<file path="src/rtl/car_drive.sv">
// car_drive: elevator car hoist drive. Takes a target floor, ramps the motor slow/fast/slow, counts floors, reports arrival.
// Latency: outputs registered; motion starts the cycle after acceptance, arrival d*TRAVEL_CYCLES+1 cycles later plus any halt cycles.
// Backpressure: cmd_ready is high only while idle with stop_req low; requests offered while busy are held by the source.
// Ports: clk/reset (async, active-high); cmd_valid/cmd_ready/cmd_floor request handshake; stop_req level stop;
//        engine_up/engine_down motor drive (00 off, 01 slow, 10 fast); floor_pos, moving, reached, cmd_err, level_display status.
module car_drive #(
  parameter int FLOORS        = 6,
  parameter int FLOOR_W       = 3,
  parameter int TRAVEL_CYCLES = 16,
  parameter int ACCEL_CYCLES  = 4
) (
  input  logic               clk,
  input  logic               reset,
  input  logic               cmd_valid,
  output logic               cmd_ready,
  input  logic [FLOOR_W-1:0] cmd_floor,
  input  logic               stop_req,
  output logic [1:0]         engine_up,
  output logic [1:0]         engine_down,
  output logic [FLOOR_W-1:0] floor_pos,
  output logic               moving,
  output logic               reached,
  output logic               cmd_err,
  output logic [FLOORS-1:0]  level_display
);

  localparam int SEG_W = (TRAVEL_CYCLES > 1) ? $clog2(TRAVEL_CYCLES) : 1;
  localparam int ACC_W = $clog2(ACCEL_CYCLES + 1);

  localparam logic [SEG_W-1:0]   SEG_LAST    = SEG_W'(TRAVEL_CYCLES - 1);
  localparam logic [SEG_W-1:0]   DECEL_START = SEG_W'(TRAVEL_CYCLES - ACCEL_CYCLES);
  localparam logic [ACC_W-1:0]   ACC_DONE    = ACC_W'(ACCEL_CYCLES);
  localparam logic [FLOOR_W:0]   FLOOR_LIM   = (FLOOR_W + 1)'(FLOORS);
  localparam logic [1:0]         SPD_OFF     = 2'b00;
  localparam logic [1:0]         SPD_SLOW    = 2'b01;
  localparam logic [1:0]         SPD_FAST    = 2'b10;

  typedef enum logic [1:0] {IDLE, MOVE, HALT, ARRIVE} state_t;

  state_t             state, state_n;
  logic [SEG_W-1:0]   seg_cnt, seg_n;
  logic [ACC_W-1:0]   acc_cnt, acc_n;
  logic [FLOOR_W-1:0] target, target_n;
  logic [FLOOR_W-1:0] pos_n;
  logic               dir_up, dir_up_n;
  logic               idle_q;
  logic               err_n;
  logic               final_seg;
  logic               slow;
  logic [1:0]         speed;

  // idle_q is a registered "in IDLE" flag so cmd_ready stays low through reset;
  // stop_req gates it combinationally so a stop blocks acceptance immediately.
  assign cmd_ready = idle_q & ~stop_req;

  always_comb begin
    state_n  = state;
    seg_n    = seg_cnt;
    acc_n    = acc_cnt;
    pos_n    = floor_pos;
    target_n = target;
    dir_up_n = dir_up;
    err_n    = 1'b0;

    case (state)
      IDLE: begin
        if (cmd_valid && cmd_ready) begin
          if ({1'b0, cmd_floor} >= FLOOR_LIM) begin
            err_n = 1'b1;
          end else if (cmd_floor == floor_pos) begin
            state_n = ARRIVE;
          end else begin
            target_n = cmd_floor;
            dir_up_n = (cmd_floor > floor_pos);
            seg_n    = '0;
            acc_n    = '0;
            state_n  = MOVE;
          end
        end
      end
      MOVE: begin
        if (acc_cnt != ACC_DONE) acc_n = acc_cnt + ACC_W'(1);
        if (seg_cnt == SEG_LAST) begin
          seg_n = '0;
          pos_n = dir_up ? floor_pos + FLOOR_W'(1) : floor_pos - FLOOR_W'(1);
        end else begin
          seg_n = seg_cnt + SEG_W'(1);
        end
        // Arrival wins over a stop sampled on the same edge: the motion is already complete.
        if (pos_n == target)  state_n = ARRIVE;
        else if (stop_req)    state_n = HALT;
      end
      HALT: begin
        if (!stop_req) begin
          state_n = MOVE;
          acc_n   = '0;
        end
      end
      ARRIVE: state_n = IDLE;
      default: state_n = IDLE;
    endcase

    // Outputs are registered from next-state values, so they describe the cycle being entered.
    final_seg = dir_up_n ? (pos_n + FLOOR_W'(1) == target_n) : (pos_n == target_n + FLOOR_W'(1));
    slow      = (acc_n < ACC_DONE) || (final_seg && (seg_n >= DECEL_START));
    speed     = (state_n == MOVE) ? (slow ? SPD_SLOW : SPD_FAST) : SPD_OFF;
  end

  always_ff @(posedge clk or posedge reset) begin
    if (reset) begin
      state         <= IDLE;
      seg_cnt       <= '0;
      acc_cnt       <= '0;
      target        <= '0;
      dir_up        <= 1'b0;
      idle_q        <= 1'b0;
      floor_pos     <= '0;
      engine_up     <= SPD_OFF;
      engine_down   <= SPD_OFF;
      moving        <= 1'b0;
      reached       <= 1'b0;
      cmd_err       <= 1'b0;
      level_display <= FLOORS'(1);
    end else begin
      state         <= state_n;
      seg_cnt       <= seg_n;
      acc_cnt       <= acc_n;
      target        <= target_n;
      dir_up        <= dir_up_n;
      idle_q        <= (state_n == IDLE);
      floor_pos     <= pos_n;
      engine_up     <= dir_up_n ? speed : SPD_OFF;
      engine_down   <= dir_up_n ? SPD_OFF : speed;
      moving        <= (state_n == MOVE);
      reached       <= (state_n == ARRIVE);
      cmd_err       <= err_n;
      level_display <= {{(FLOORS-1){1'b0}}, 1'b1} << pos_n;
    end
  end

endmodule

</file>
<file path="config.mk">
export PLATFORM = sky130hd
export DESIGN_NAME = car_drive
export DESIGN_NICKNAME = d
export VERILOG_FILES = /design/src/rtl/car_drive.sv
export SDC_FILE = /design/constraint.sdc
export NUM_CORES = 1
export LEC_CHECK = 0
export ABC_AREA = 0
export BUFFER_PORTS_ARGS = -buffer_cell sky130_fd_sc_hd__buf_2
export CAP_MARGIN = 0
export CORE_MARGIN = 1.5
export CORE_UTILIZATION = 56
export CTS_CLUSTER_DIAMETER = 150
export CTS_CLUSTER_SIZE = 8
export DETAILED_ROUTE_END_ITERATION = 8
export GPL_ROUTABILITY_DRIVEN = 1
export HOLD_SLACK_MARGIN = 0.15
export PLACE_DENSITY = 0.79
export SYNTH_ARGS = -nofsm -noshare
export SYNTH_HDL_FRONTEND = slang
export SYNTH_SLANG_ARGS = --single-unit
</file>
<file path="constraint.sdc">
create_clock -name clk -period 3.3 [get_ports clk]
set_input_delay 0.165 -clock clk [delete_from_list [all_inputs] [get_ports clk]]
set_output_delay 0.165 -clock clk [all_outputs]
set_load 0.005 [all_outputs]
</file>
==> summary.txt <==
Critical path
  • Crit end category: flop
  • Critical Path AT: 3.09 ns
  • Worst R2R Setup Slack: 0.40 ns
  • Req. time, crit path: 3.49 ns
  • Startpoint Class: flop
  • Worst r2r dst: engine_down[1]$_DFF_PP0_
  • CP max FO: 5
  • Critical path class: flop to flop
  • R2R cell count: 10
  • Critical R2R Launch: floor_pos[2]$_DFF_PP0_

Placed design
  • Post-detail-place hpwl: 2580 um
  • I/O Buffers: 23
  • Placed cell area: 1800 um2
  • Final RePlAce weighted congestion: 0.827
  • Placed Cells: 209

Global routing
  • Initial antenna violation count: 0
  • Number of global-route vias before repair: 1224
  • Global-route wire length before repair: 5860 um
  • Global route total overflow: 0
  • Largest net degree at the start of global routing: 31
  • Global Route Usage Sum: 0.238

Floorplan
  • Rows: 19
  • Die X: 57.2 um
  • DIE AREA: 3270 um2
  • Die H: 57.2 um
  • Initial Util: 0.592
  • Core Region: 2780 um2
  • Io pins: 24

Yosys
  • Syn Nets: 176
  • Synth area leaders: dfrtp_1 44%, ha_1 9.1%, xnor2_1 4.3%, inv_1 3.4%, o21ai_0 2.7%
  • Distinct cell type count after synthesis: 45
  • Multiplexer share of the synthesized area: 0.00608
  • Post-Syn Area: 1650 um2
  • Synth Flop Type: dfrtp_1
  • Largest family of logic cells by synthesized area: simple AND/OR/NAND/NOR gates
  • Yosys warning count: 0
  • Sequential share of the synthesized area: 0.457
  • Avg Inst Size Synth: 10.5 um2
  • Post-synth top area cell: dfrtp_1
  • Yosys reg bits: 30
  • Number of flops mapped to enable cells by yosys: 0
  • Post-synthesis xor/xnor area fraction: 0.0722
  • Adder-cell share of the synthesized area: 0.103
  • Synth Area in Compound Gates: 0.149
  • Yosys top cell area share: 0.441
  • Synth Area in Simple Gates: 0.170
  • Post-Syn Instances: 156
  • Fraction of registers with async set/reset: 1.00

Cells and area
  • Non-filler cells in the finished layout: 219
  • Layout cell share with drive strength beyond 1: 0.218
  • Commonest non-fill, non-tap cell in the layout: dfrtp_1
  • Synth-to-layout area growth: 14.1%
  • Fin nets: 207
  • Final instance area: 1880 um2
  • N_diodes: 0
  • Layout Utilization: 0.675
  • Commonest non-fill, non-tap cells in the layout: 29 x dfrtp_1, 23 x buf_2, 15 x inv_1, 12 x nand2_1, 12 x ha_1

Worst hold path
  • Cell depth of the worst hold path: 3
  • Min-delay src: cmd_floor[2]
  • Worst min path class: primary input to flop
  • Worst Hold End: cmd_err$_DFF_PP0_

Clock tree
  • CTS H-tree lvls: 2
  • Clk Tree Root Cell: clkbuf_4
  • Skew-Pair Late Insertion Delay: 0.33 ns
  • CTS clk-pin slew, worst paths: 0.10 ns
  • Max Root-Sink Buffers: 2
  • CTS tree: yes
  • Clk sinks: 30
  • CTS buffer count: 5
  • Post-cts resize count: 0

Pwr
  • Total power: 1.45 mW
  • Pwr Density: 775 nW/um2
  • LEAKAGE: 0.964 nW
  • Peak VDD IR: 611 uV

Outcome
  • Outcome: complete, no violations

Routing
  • Drt total wl: 3420 um
  • Wire length per cell: 15.6 um
  • Via count: 1302
  • Remaining DRCs: 0
  • TritonRoute pass-1 iters: 4
  • DRT iter0 DRCs: 87
  • Via density per instance: 5.95
  • Antenna Violating Nets Remaining: 0

Timing
  • Worst slew pin tran: 1.09 ns
  • Final Hold Viols: 0
  • Layout Skew: 0.0135 ns
  • Slew Viols, Final: 0
  • Period utilization: 0.879
  • Setup TNS: 0 ns
  • Fmax achieved: 345 MHz
  • Slew HR: 0.269
  • Count of final setup violators: 0
  • Minimum clock period: 2.90 ns
  • RSZ-0062 raised after global routing: no

Flow run
  • Max-cap violations: 0
==> metal layers <==
metal / vias to the layer above / part of all wire / global-route usage
met3: 10 / 0.058 / 0.0680
met2: 45 / 0.50 / 0.378
li1: 609 / - / -
met5: - / 0 / 0
met1: 638 / 0.42 / 0.316
met4: 0 / 0.023 / 0.0797
==> state kept, by name, summed over array words and instances, names as in the netlist <==
register / cells
level_display: 6
seg_cnt: 4
acc_cnt: 3
floor_pos: 3
target: 3
engine_down: 2
engine_up: 2
state: 2
cmd_err: 1
dir_up: 1
idle_q: 1
moving: 1
reached: 1
==> layout make-up <==
type                            instances  area (um2)
Tap cell                               31        38.8
Sequential cell                        30         752
Clock buffer                            7        55.1
Multi-Input combinational cell        108         823
Clock inverter                          1        5.00
Inverter                               16        60.1
Fill cell                             237         905
Timing Repair Buffer                   26         143
==> cells by family after synthesis <==
logic type               after synthesis
adder cells (fa/ha/maj)               13
flip-flops                            30
AND/OR/NAND/NOR                       47
XOR/XNOR                              12
multiplexers                           1
buffers and inverters                 18
AO/OA/AOI/OAI                         35
==> report_power, final <==
group / switching, mW / internal, mW / total [mW]
sequential: 0.113 / 0.483 / 0.595
clock: 0.126 / 0.103 / 0.229
combinational: 0.338 / 0.291 / 0.629
total: 0.577 / 0.877 / 1.45
==> through the flow <==
step | hold slack (ns) | setup WS [ns]
after detailed placement | 0.476 | 0.415
after global routing | 0.168 | 0.221
after global placement | 0.467 | 0.427
final | 0.190 | 0.399
after CTS | 0.168 | 0.389
after floorplan | 0.255 | 0.601
==> critical path: stages, from the launching register on <==
cell and delay, ns:
dfrtp_1 0.45, inv_1 0.07, ha_1 0.30, and3_1 0.23, or4_4 0.44, a21oi_2 0.24, ha_1 0.21, xnor3_1 0.31
xnor2_1 0.13, o31a_1 0.25, nor3b_1 0.14
==> repair_timing <==
action / CTS / global route
hold buffers: 2 / 0
hold endpoints to repair: 30 / 0
setup buffers: 0 / 0
==> worst max path at each step <==
stage	startpoint	to	slack (ns)
finish	floor_pos[2]$_DFF_PP0_	engine_down[1]$_DFF_PP0_	0.40
global route	floor_pos[0]$_DFF_PP0_	engine_up[0]$_DFF_PP0_	0.22
CTS	floor_pos[2]$_DFF_PP0_	engine_down[1]$_DFF_PP0_	0.39
detailed placement	floor_pos[2]$_DFF_PP0_	engine_down[1]$_DFF_PP0_	0.42
global placement	floor_pos[2]$_DFF_PP0_	engine_down[1]$_DFF_PP0_	0.43
floorplan	floor_pos[2]$_DFF_PP0_	engine_down[1]$_DFF_PP0_	0.60
==> cells in the mapped netlist (4+ instances only) <==
| cell | instances |
|---|---|
| nor3_1 | 4 |
| dfrtp_1 | 29 |
| ha_1 | 12 |
| o21ai_0 | 9 |
| and2_1 | 5 |
| nor2_1 | 4 |
| xnor2_1 | 8 |
| nand3_1 | 5 |
| a21oi_1 | 5 |
| nand2_1 | 12 |
| inv_1 | 15 |
Note: power is estimated with default switching activity, not from simulation.
